**src/rtl/can_rs_pulse_decoder.sv**
```systemverilog
// Register-select one-pulse generator: turns each host CS access into a single
// one-hot read or write strobe of PULSE_LEN cycles. Optional o_addr_err via CAN_RSDEC_ADDR_ERR_EN.
module can_rs_pulse_decoder #(
    parameter int NUM_REGS  = 31,
    parameter int ADDR_W    = 5,
    parameter int PULSE_LEN = 1
) (
    input  logic                i_sys_clk,
    input  logic                i_reset_n,
    input  logic                i_cs,
    input  logic                i_r_neg_w,
    input  logic [ADDR_W-1:0]   i_addr,
    output logic [NUM_REGS-1:0] o_rd_vector,
    output logic [NUM_REGS-1:0] o_wr_vector,
    output logic [NUM_REGS-1:0] o_rs_vector,
    output logic                o_busy
`ifdef CAN_RSDEC_ADDR_ERR_EN
    ,
    output logic                o_addr_err
`endif
);

    typedef enum logic [1:0] {
        ST_IDLE  = 2'd0,
        ST_PULSE = 2'd1,
        ST_HOLD  = 2'd2
    } state_t;

    localparam logic [3:0] CNT_INIT = 4'(PULSE_LEN - 1);

    state_t              state_q, state_d;
    logic [3:0]          cnt_q, cnt_d;
    logic [ADDR_W-1:0]   addr_q, addr_d;
    logic                dir_q, dir_d;
    logic [NUM_REGS-1:0] rd_q, rd_d;
    logic [NUM_REGS-1:0] wr_q, wr_d;
    logic [NUM_REGS-1:0] rs_q, rs_d;
    logic                busy_q, busy_d;
    logic [NUM_REGS-1:0] onehot;
    logic                pulse_now;
`ifdef CAN_RSDEC_ADDR_ERR_EN
    logic                err_q, err_d;
    logic                in_range;
`endif

    // Out-of-range addresses simply match no bit, so the vectors stay zero.
    always_comb begin
        onehot = '0;
        for (int i = 0; i < NUM_REGS; i++) begin
            onehot[i] = (32'(addr_q) == i);
        end
    end

    always_comb begin
        state_d = state_q;
        cnt_d   = cnt_q;
        addr_d  = addr_q;
        dir_d   = dir_q;
        case (state_q)
            ST_IDLE: begin
                if (i_cs) begin
                    addr_d  = i_addr;
                    dir_d   = i_r_neg_w;
                    cnt_d   = CNT_INIT;
                    state_d = ST_PULSE;
                end
            end
            ST_PULSE: begin
                if (cnt_q == 4'd0) begin
                    state_d = ST_HOLD;
                end else begin
                    cnt_d = cnt_q - 4'd1;
                end
            end
            ST_HOLD: begin
                if (!i_cs) begin
                    state_d = ST_IDLE;
                end else if (i_r_neg_w != dir_q) begin
                    // Direction flip under a held CS is a fresh access.
                    addr_d  = i_addr;
                    dir_d   = i_r_neg_w;
                    cnt_d   = CNT_INIT;
                    state_d = ST_PULSE;
                end
            end
            default: begin
                state_d = ST_IDLE;
                cnt_d   = 4'd0;
            end
        endcase
    end

    // Strobes are registered from the current state, so they trail PULSE by one edge.
    always_comb begin
        pulse_now = (state_q == ST_PULSE);
        rd_d      = (pulse_now && dir_q)  ? onehot : '0;
        wr_d      = (pulse_now && !dir_q) ? onehot : '0;
        rs_d      = rd_d | wr_d;
        busy_d    = pulse_now;
`ifdef CAN_RSDEC_ADDR_ERR_EN
        in_range  = (32'(addr_q) < 32'(NUM_REGS));
        err_d     = pulse_now && !in_range;
`endif
    end

    always_ff @(posedge i_sys_clk or negedge i_reset_n) begin
        if (!i_reset_n) begin
            state_q <= ST_IDLE;
            cnt_q   <= 4'd0;
            addr_q  <= '0;
            dir_q   <= 1'b0;
            rd_q    <= '0;
            wr_q    <= '0;
            rs_q    <= '0;
            busy_q  <= 1'b0;
`ifdef CAN_RSDEC_ADDR_ERR_EN
            err_q   <= 1'b0;
`endif
        end else begin
            state_q <= state_d;
            cnt_q   <= cnt_d;
            addr_q  <= addr_d;
            dir_q   <= dir_d;
            rd_q    <= rd_d;
            wr_q    <= wr_d;
            rs_q    <= rs_d;
            busy_q  <= busy_d;
`ifdef CAN_RSDEC_ADDR_ERR_EN
            err_q   <= err_d;
`endif
        end
    end

    assign o_rd_vector = rd_q;
    assign o_wr_vector = wr_q;
    assign o_rs_vector = rs_q;
    assign o_busy      = busy_q;
`ifdef CAN_RSDEC_ADDR_ERR_EN
    assign o_addr_err  = err_q;
`endif

endmodule

```
**config.mk**
```make
export PLATFORM = sky130hd
export DESIGN_NAME = can_rs_pulse_decoder
export DESIGN_NICKNAME = d
export VERILOG_FILES = /design/src/rtl/can_rs_pulse_decoder.sv
export SDC_FILE = /design/constraint.sdc
export NUM_CORES = 1
export LEC_CHECK = 0
export CORE_MARGIN = 1
export CORE_UTILIZATION = 28
export CTS_BUF_LIST = sky130_fd_sc_hd__clkbuf_8
export DETAILED_ROUTE_END_ITERATION = 7
export PLACE_DENSITY = 0.58
export SLEW_MARGIN = 20
export SYNTH_ARGS = -nofsm -noshare
export SYNTH_HDL_FRONTEND = slang
export SYNTH_SLANG_ARGS = --single-unit
```
**constraint.sdc**
```tcl
create_clock -name i_sys_clk -period 3.1 [get_ports i_sys_clk]
set_input_delay 0.465 -clock i_sys_clk [delete_from_list [all_inputs] [get_ports i_sys_clk]]
set_output_delay 0.465 -clock i_sys_clk [all_outputs]
set_load 0.1 [all_outputs]
```
==> flow_summary.ini <==
[power]
peakVddDrop_v = 0.000217
p_per_area_nw_per_um2 = 626
p_leak_nw = 2.35

[setup_path]
r2r-start = dir_q
cp-end-kind = flip-flop
worstPathArrival_ns = 2.06
critPathKind = flip-flop to flip-flop
critPathLaunchType = flip-flop
crit_start = dir_q
crit_required_ns = 3.35
worst-path-max-fanout = 20

[sta]
worst_pin_slew_ns = 0.727
setup_viol = 0
maxSlewHeadroom = 0.516
setup_tns_ns = 0
fin_skew_ns = 0.0104
holdWs_ns = 0.128
fin_crit_sh = 0.584
period_minus_slack_ns = 1.81
max_clock_freq_mhz = 552
grt_setup_unrepaired = no
finalHoldViolCount = 0
slew_violations = 0

[route]
dr.pass1.iters = 4
vias = 2339
wirelength_microns = 8290
dr.first_iter.drc_count = 158
post-route-drc-count = 0
vias_per_cell = 4.18
wl_per_cell_microns = 14.8
ant_nets = 0

[job]
cap_violations = 0

[clock_network]
cts_setup_buffers = 0
cts_hold_buf = 0
numCtsBuffers = 9
cts_tree = built
post_cts_resized = 0
cts.clk_slew.worst_paths_ns = 0.09
htree_levels = 3
clockBufferDepth = 2
cts-root-buf = clkbuf_8
numClockSinks = 106
clock_latency_ns = 0.36

[layout]
final_area_sq_um = 4730
drive_gt1_frac = 0.323
final_util = 0.377
fin_nets = 393
n_fill_cell = 1215
fin_cells = 559
area_growth_syn_to_layout_pct = 31.4
diodes = 0

[yosys]
synth_mux_area_frac = 0.0187
synth_top_area_frac = 0.736
synth_edf_count = 0
synth_top_family_by_area = simple AND/OR/NAND/NOR gates
synthAdderAreaFrac = 0.00694
synth.most_common_cell = dfrtp_1
ys_seq_elements = 106
ys.flop_type = dfrtp_1
synthSimpleGateAreaFrac = 0.177
synth_commonest_cells = 106 x dfrtp_1, 65 x nor2_1, 30 x nor3_1, 13 x nand2_1, 9 x buf_2
synth_cell_types = 33
synth_area_leaders = dfrtp_1 74%, nor2_1 6.8%, nor3_1 4.2%, mux2_2 1.9%, nand2_1 1.4%
seq_area_frac_synth = 0.736
async_flop_share = 1.00
synth_cells = 286
netlist_area_sq_um = 3600
syn_avg_cell_area_sq_um = 12.6
yosysTopAreaCell = dfrtp_1
synth_warnings = 0
synth_xor_area_frac = 0.00694
synth-compound-area-share = 0.0233
synth_nets = 297

[floorplan]
start_util = 0.287
fp-row-count = 41
die_area_sq_um = 13300
die_w_microns = 115
fp.dieH_microns = 115
core_area_sq_um = 12600
ios = 103

[grt]
grt_max_degree = 107
grt_pass1_wl_microns = 12900
grt_pass1_vias = 2307
grt_use_total = 0.130
grt.overflow.total = 0
antenna_found_initial = 0

[placement]
hpwl_microns = 5490
routabilityCongestion = 0.718
place.port_buffers = 102
placed_cell_area_sq_um = 4540
dp_cells = 543

[worst_hold_path]
hp-class = input pin to async pin

[outcome]
outcome = finished, final reports clean
report_power, final:
part | internal, W | switching, W | total, W
sequential | 0.00144 | 0.000122 | 0.00156
combinational | 0.000140 | 0.000451 | 0.000591
clock | 0.000358 | 0.000454 | 0.000812
worst max-delay path, cell delays in order (launching register included):
cell and delay (ns):
dfrtp_1 0.82, xnor2_2 0.20, a21oi_4 0.31, mux2_2 0.37
placed cells by master, fill, tap and decap left out, types with 4 or more instances in the layout:
cell and n:
clkdlybuf4s50_1 7, buf_4 96, nand2b_1 5, nor2b_1 4, or3_1 4, nor3_1 30
nand3_1 7, inv_1 6, clkbuf_8 12, nand2_1 13, mux2_2 6, nor2_1 65
dfrtp_1 106
routing by layer:
metal / vias up / global-route usage / part of all wire
met5: - / 0 / 0
met4: 0 / 0.0442 / 0.013
met3: 9 / 0.0314 / 0.045
met2: 60 / 0.204 / 0.49
met1: 1159 / 0.178 / 0.46
li1: 1111 / - / -
stage by stage:
step	worst slack (ns)	total power, W
finish	1.29	0.00296
detailed placement	1.17	0.00219
global placement	1.19	0.00218
floorplan	1.65	0.00202
CTS	1.27	0.00299
global route	1.12	0.00311
layout make-up:
class | instances | area [sq um] | share of cell area
multi-input cells | 155 | 840 | 0.177
clock inverters | 4 | 25.0 | 0.00529
clock buffers | 12 | 165 | 0.0349
repair buffers | 104 | 811 | 0.171
inverters | 6 | 25.0 | 0.00529
flip-flops and latches | 106 | 2650 | 0.560
well taps | 172 | 215 | 0.0455
state kept, by name, indices dropped and copies added (netlist names):
name	flops
addr_q	5
cnt_q	4
dir_q	1
o_busy	1
o_rd_vector	31
o_rs_vector	31
o_wr_vector	31
state_q	2
worst paths after layout:
check	to	slack (ns)	depth (start not counted)
max	addr_q[2]	1.29	3
min	o_rs_vector[23]	0.13	2
max reg2reg	addr_q[2]	1.29	3
min reg2reg	cnt_q[2]	0.58	2
max in group asynchronous	o_rs_vector[11]	2.50	2
min in group i_sys_clk	cnt_q[2]	0.58	2
cell families (layout without fill, tap and decap cells):
group | Yosys count | count (layout)
buffers and inverters | 25 | 126
XOR/XNOR | 2 | 2
flip-flops | 106 | 106
AO/OA/AOI/OAI | 10 | 10
AND/OR/NAND/NOR | 135 | 135
multiplexers | 6 | 6
adder cells (fa/ha/maj) | 2 | 2
Power figures use the tool's default switching activity.
